===== src/rtl/riscv_pkg.sv =====
// rtl/riscv_pkg.sv - shared RV32 constants and the fetch queue entry type
package riscv_pkg;

  localparam int XLEN = 32;
  localparam logic [XLEN-1:0] NOP_INSTR = 32'h0000_0013;
  localparam logic [XLEN-1:0] DEFAULT_RESET_PC = 32'h0000_0000;

  typedef struct packed {
    logic [XLEN-1:0] instr;
    logic [XLEN-1:0] pc;
  } fetch_entry_t;

  function automatic logic [XLEN-1:0] word_align(input logic [XLEN-1:0] addr);
    return addr & ~(XLEN'(3));
  endfunction

endpackage


===== src/rtl/fetch_fifo.sv =====
// rtl/fetch_fifo.sv - DEPTH-entry FIFO of {instr, pc} with flush and occupancy count
module fetch_fifo
  import riscv_pkg::*;
#(
  parameter int DEPTH = 4,
  localparam int AW = $clog2(DEPTH),
  localparam int CW = AW + 1
) (
  input  logic         clk,
  input  logic         rst_n,
  input  logic         push,
  input  fetch_entry_t push_data,
  input  logic         pop,
  input  logic         flush,
  output fetch_entry_t head,
  output logic [CW-1:0] count
);

  fetch_entry_t mem [DEPTH];

  logic [AW-1:0] rd_ptr_q, rd_ptr_d;
  logic [AW-1:0] wr_ptr_q, wr_ptr_d;
  logic [CW-1:0] count_q, count_d;
  logic          do_push, do_pop;

  always_comb begin
    do_push  = push && !flush;
    do_pop   = pop && !flush && (count_q != '0);
    rd_ptr_d = rd_ptr_q;
    wr_ptr_d = wr_ptr_q;
    count_d  = count_q;
    if (flush) begin
      rd_ptr_d = '0;
      wr_ptr_d = '0;
      count_d  = '0;
    end else begin
      // pointers wrap naturally because DEPTH is a power of two
      if (do_push) wr_ptr_d = wr_ptr_q + AW'(1);
      if (do_pop)  rd_ptr_d = rd_ptr_q + AW'(1);
      count_d = count_q + CW'(do_push) - CW'(do_pop);
    end
  end

  always_ff @(posedge clk or negedge rst_n) begin
    if (!rst_n) begin
      rd_ptr_q <= '0;
      wr_ptr_q <= '0;
      count_q  <= '0;
    end else begin
      rd_ptr_q <= rd_ptr_d;
      wr_ptr_q <= wr_ptr_d;
      count_q  <= count_d;
    end
  end

  always_ff @(posedge clk) begin
    if (do_push) mem[wr_ptr_q] <= push_data;
  end

  assign head  = mem[rd_ptr_q];
  assign count = count_q;

endmodule


===== src/rtl/inst_fetch_buffer.sv =====
// rtl/inst_fetch_buffer.sv - in-order instruction prefetch with credit-limited issue and redirect flush
module inst_fetch_buffer
  import riscv_pkg::*;
#(
  parameter int DEPTH = 4,
  parameter logic [XLEN-1:0] RESET_PC = DEFAULT_RESET_PC
) (
  input  logic            clk,
  input  logic            rst_n,
  output logic            imem_req_valid,
  input  logic            imem_req_ready,
  output logic [XLEN-1:0] imem_req_addr,
  input  logic            imem_rsp_valid,
  input  logic [XLEN-1:0] imem_rsp_data,
  input  logic            redirect_valid,
  input  logic [XLEN-1:0] redirect_pc,
  output logic            id_valid,
  input  logic            id_ready,
  output logic [XLEN-1:0] id_instr,
  output logic [XLEN-1:0] id_pc
);

  localparam int CW = $clog2(DEPTH) + 1;
  localparam logic [CW:0] DEPTH_EXT = (CW+1)'(DEPTH);

  logic [XLEN-1:0] fetch_pc_q, fetch_pc_d;
  logic [XLEN-1:0] rsp_pc_q, rsp_pc_d;
  logic [CW-1:0]   outstanding_q, outstanding_d;
  logic [CW-1:0]   drop_cnt_q, drop_cnt_d;

  logic          accept, rsp_ok, drop, push, pop;
  logic [CW-1:0] count;
  fetch_entry_t  head, push_data;

  always_comb begin
    // credit counts in-flight requests too, so a push can never find the queue full
    imem_req_valid = rst_n && !redirect_valid &&
                     (({1'b0, count} + {1'b0, outstanding_q}) < DEPTH_EXT);
    accept = imem_req_valid && imem_req_ready;
    rsp_ok = imem_rsp_valid && (outstanding_q != '0);
    drop   = rsp_ok && (drop_cnt_q != '0);
    push   = rsp_ok && !drop && !redirect_valid;
    pop    = id_valid && id_ready && !redirect_valid;

    fetch_pc_d    = fetch_pc_q;
    rsp_pc_d      = rsp_pc_q;
    drop_cnt_d    = drop_cnt_q;
    outstanding_d = outstanding_q + CW'(accept) - CW'(rsp_ok);

    if (redirect_valid) begin
      fetch_pc_d = word_align(redirect_pc);
      rsp_pc_d   = word_align(redirect_pc);
      drop_cnt_d = outstanding_d;
    end else begin
      if (accept) fetch_pc_d = fetch_pc_q + 32'd4;
      if (drop)   drop_cnt_d = drop_cnt_q - CW'(1);
      if (push)   rsp_pc_d   = rsp_pc_q + 32'd4;
    end
  end

  always_ff @(posedge clk or negedge rst_n) begin
    if (!rst_n) begin
      fetch_pc_q    <= RESET_PC;
      rsp_pc_q      <= RESET_PC;
      outstanding_q <= '0;
      drop_cnt_q    <= '0;
    end else begin
      fetch_pc_q    <= fetch_pc_d;
      rsp_pc_q      <= rsp_pc_d;
      outstanding_q <= outstanding_d;
      drop_cnt_q    <= drop_cnt_d;
    end
  end

  assign push_data.instr = imem_rsp_data;
  assign push_data.pc    = rsp_pc_q;

  fetch_fifo #(.DEPTH(DEPTH)) u_fifo (
    .clk       (clk),
    .rst_n     (rst_n),
    .push      (push),
    .push_data (push_data),
    .pop       (pop),
    .flush     (redirect_valid),
    .head      (head),
    .count     (count)
  );

  assign imem_req_addr = fetch_pc_q;
  assign id_valid      = (count != '0);
  assign id_instr      = id_valid ? head.instr : NOP_INSTR;
  assign id_pc         = id_valid ? head.pc : '0;

  assert property (@(posedge clk) disable iff (!rst_n) imem_rsp_valid |-> (outstanding_q != '0));

endmodule


===== config.mk =====
export PLATFORM = sky130hd
export DESIGN_NAME = inst_fetch_buffer
export DESIGN_NICKNAME = d
export VERILOG_FILES = /design/src/rtl/riscv_pkg.sv /design/src/rtl/fetch_fifo.sv /design/src/rtl/inst_fetch_buffer.sv
export SDC_FILE = /design/constraint.sdc
export NUM_CORES = 1
export LEC_CHECK = 0
export CORE_ASPECT_RATIO = 1.4
export CORE_UTILIZATION = 50
export CTS_CLUSTER_DIAMETER = 40
export CTS_CLUSTER_SIZE = 24
export DETAILED_ROUTE_END_ITERATION = 8
export HOLD_SLACK_MARGIN = 0.12
export PLACE_DENSITY = 0.76
export SLEW_MARGIN = 15
export SYNTH_ARGS = -nofsm -noshare
export SYNTH_HDL_FRONTEND = slang
export SYNTH_SLANG_ARGS = --single-unit

===== constraint.sdc =====
create_clock -name clk -period 4.9 [get_ports clk]
set_clock_uncertainty 0.1 [all_clocks]
set_input_delay 0.735 -clock clk [delete_from_list [all_inputs] [get_ports clk]]
set_output_delay 0.735 -clock clk [all_outputs]
set_load 0.1 [all_outputs]

==> results.json <==
{
  "globalRouteMet3Util_pct": 2.14,
  "timing.critical_path.arrival_ps": 3200,
  "grt_overflow": 0,
  "nFillCells": 1908,
  "maximum_number_of_pins_on_one_net_before_global_route_repair": 74,
  "synth-xor-area-share_pct": 2.85,
  "post-route-period-util_pct": 82.4,
  "detail_routed_via_count_per_cell": 5.58,
  "total_power_mw": 9.57,
  "synth_edf_count": 248,
  "antenna_left": 0,
  "postSynth.topFlopCell": "sky130_fd_sc_hd__edfxtp_1",
  "total_leakage_power_nw": 5.76,
  "worstSkewPairLatency_ps": 550,
  "yosys.area.top_type": "sky130_fd_sc_hd__edfxtp_1",
  "synth-seq-area-share_pct": 68.6,
  "cts-root-to-sink-buffers": 3,
  "num_io_pins": 168,
  "detail_route.iter0.violations": 419,
  "first_pass_iters": 5,
  "synth.most_common_cell": "sky130_fd_sc_hd__edfxtp_1",
  "buffers_inserted_by_post_cts_timing_repair": 0,
  "cpMaxStageDelayCell": "sky130_fd_sc_hd__clkdlybuf4s50_1",
  "port_buffers": 161,
  "die_h_um": 197,
  "die_width_um": 141,
  "worst_hold_path_type": "input pin to asynchronous set/reset pin",
  "synth-compound-area-share_pct": 3.45,
  "antenna_violations_before_repair": 0,
  "period_needed_ps": 4040,
  "power.ir.vdd_worst_mv": 0.318,
  "start_util_pct": 51.3,
  "crit_path_end_kind": "output port",
  "std_cell_rows": 70,
  "max_freq_ghz": 0.248,
  "drv_slew": 0,
  "synth_common_cells": "sky130_fd_sc_hd__edfxtp_1, sky130_fd_sc_hd__dfrtp_1, sky130_fd_sc_hd__and2_1",
  "post_route_cells_drive_above_1_share_pct": 21.6,
  "cts_repair_resize_count": 0,
  "post_synthesis_cell_count": 835,
  "timing_worst_slew_pin_value_ps": 1070,
  "p_per_area_nw_per_um2": 580,
  "num_antenna_cells": 0,
  "gp_congestion": 0.918,
  "postRouteWirelength_um": 26700,
  "synth-simple-area-share_pct": 10.1,
  "finalHoldViolations": 0,
  "syn_avg_cell_area_sq_um": 16.2,
  "drc_errors": 0,
  "cts_root_buf": "sky130_fd_sc_hd__clkbuf_16",
  "num_vias": 7722,
  "grt_pass1_wl_um": 42900,
  "ctsHoldBuffers": 0,
  "wl_per_cell_um": 19.3,
  "run_status": "complete, no violations",
  "timing.max_cap.violations": 0,
  "path_class": "flop to output port",
  "crit_path_start_kind": "flop",
  "tritoncts_num_sinks": 321,
  "count_of_h_tree_levels_built_during_cts": 1,
  "core_sq_um": 26400,
  "tritoncts": "built",
  "worstPathCellList": "nor3_1 > inv_1 > clkdlybuf4s50_1",
  "numPlacedInstances": 1329,
  "grtUsageMet2_pct": 35.1,
  "yosys-top-cells-area": "sky130_fd_sc_hd__edfxtp_1, sky130_fd_sc_hd__dfrtp_1, sky130_fd_sc_hd__mux4_2, sky130_fd_sc_hd__and2_1, sky130_fd_sc_hd__xor2_1",
  "yosys-mux-area-fraction_pct": 11.4,
  "cp_data_required_time_ps": 4070,
  "synthArstFlopShare_pct": 22.7,
  "synth.top_cell.area_share_pct": 55.1,
  "synthAdderAreaFrac_pct": 1.59,
  "mappedNetlistArea_sq_um": 13500,
  "setup_tns_ps": 0,
  "ys.warnings.count": 0,
  "globalRouteTotalUtil_pct": 20.0,
  "layout.cells.non_filler": 1385,
  "worst_path_largest_cell_delay_ps": 1100,
  "cts-buffers-inserted": 30,
  "largest_family_of_logic_cells_by_synthesized_area": "multiplexers",
  "worstPathMaxFanout": 12,
  "setup_viol": 0,
  "yosys.cell_types.count": 48,
  "worst_slew_margin_rel_pct": 27.9,
  "clk_transition_reported_paths_ps": 70,
  "grtUsageMet1_pct": 26.4,
  "finalCoreUtilization_pct": 62.5,
  "fin_worst_hold_slack_ps": 320,
  "gr-max-usage-layer": "met2",
  "number_of_global_route_vias_before_repair": 7936,
  "synthToLayoutAreaGrowth_pct": 22.0,
  "synth-seq-cells": 321,
  "dpl.hpwl_um": 17700,
  "grt_setup_unrepaired": "false",
  "layout.nets": 1087,
  "floorplan.die_area_sq_um": 27700
}
## worst paths after layout
check | startpoint | end | slack (ps) | cells past startpoint
worst max register to register | outstanding_q[2]$_DFF_PN0_ | drop_cnt_q[2]$_DFFE_PN0P_ | 1240 | 14
worst max-delay path | u_fifo.count[1]$_DFF_PN0_ | id_valid | 860 | 3
min in group clk | rsp_pc_q[23]$_DFFE_PN0N_ | u_fifo.mem[3][23]$_DFFE_PP_ | 440 | 0
worst min register to register | rsp_pc_q[23]$_DFFE_PN0N_ | u_fifo.mem[3][23]$_DFFE_PP_ | 440 | 0
max in group asynchronous | rst_n | u_fifo.rd_ptr_q[0]$_DFFE_PN0P_ | 3680 | 2
worst min-delay path | rst_n | u_fifo.count[1]$_DFF_PN0_ | 320 | 2
## cell type report
type	count	area, sq um	share of cell area [%]
clock buffers	33	793	4.81
clock inverters	23	302	1.83
inverters	16	60.1	0.364
multi-input cells	456	3990	24.2
flip-flops and latches	321	9280	56.3
well taps	360	450	2.73
repair buffers	176	1610	9.79
## cell usage in the layout, fill, tap and decap left out, types with 19 or more instances in the layout
master,instances
sky130_fd_sc_hd__edfxtp_1,248
sky130_fd_sc_hd__clkdlybuf4s50_1,99
sky130_fd_sc_hd__dfrtp_1,71
sky130_fd_sc_hd__buf_4,71
sky130_fd_sc_hd__mux4_2,62
sky130_fd_sc_hd__and2_1,62
sky130_fd_sc_hd__nand2_1,46
sky130_fd_sc_hd__o21ai_0,36
sky130_fd_sc_hd__clkbuf_16,31
sky130_fd_sc_hd__nand4_1,30
sky130_fd_sc_hd__nand3_1,29
sky130_fd_sc_hd__xor2_1,25
sky130_fd_sc_hd__xnor2_1,19
sky130_fd_sc_hd__nor2_1,19
## layer usage
layer,vias to the layer above,wire [um]
met2,224,13800
li1,3552,-
met5,-,0
met1,3902,11100
met3,44,1130
met4,0,588
## registers in the layout, summed over array words and instances, names as in the netlist
signal,cells
u_fifo.count,3
u_fifo.rd_ptr_q,2
outstanding_q,3
rsp_pc_q,30
u_fifo.mem,248
drop_cnt_q,3
u_fifo.wr_ptr_q,2
imem_req_addr,30
## metrics by stage
step	setup slack (ps)	instance area, sq um
floorplan	665	13500
global placement	1210	15400
detailed placement	1170	15400
CTS	729	16500
global route	646	16500
finish	861	16500
## report_power, final
part | internal, mW | switching, mW | total [mW]
logic | 1.01 | 2.73 | 3.74
clock network | 1.39 | 1.11 | 2.50
registers | 3.12 | 0.212 | 3.33
## worst max-delay path: cells and delay by family (launching register included)
| kind | cells | cell delay, ps |
|---|---|---|
| buffers and inverters | 2 | 1530 |
| DFF | 1 | 440 |
| and+or+nand+nor | 1 | 690 |
## kinds of logic after synthesis
kind of cell | count (synthesis)
adders and majority gates | 16
muxes | 75
AOI/OAI and AO/OA | 75
and+or+nand+nor | 242
xor gates and xnor gates | 44
DFF | 321
buffers and inverters | 61
other | 1
(Power assumes the default switching activity.)
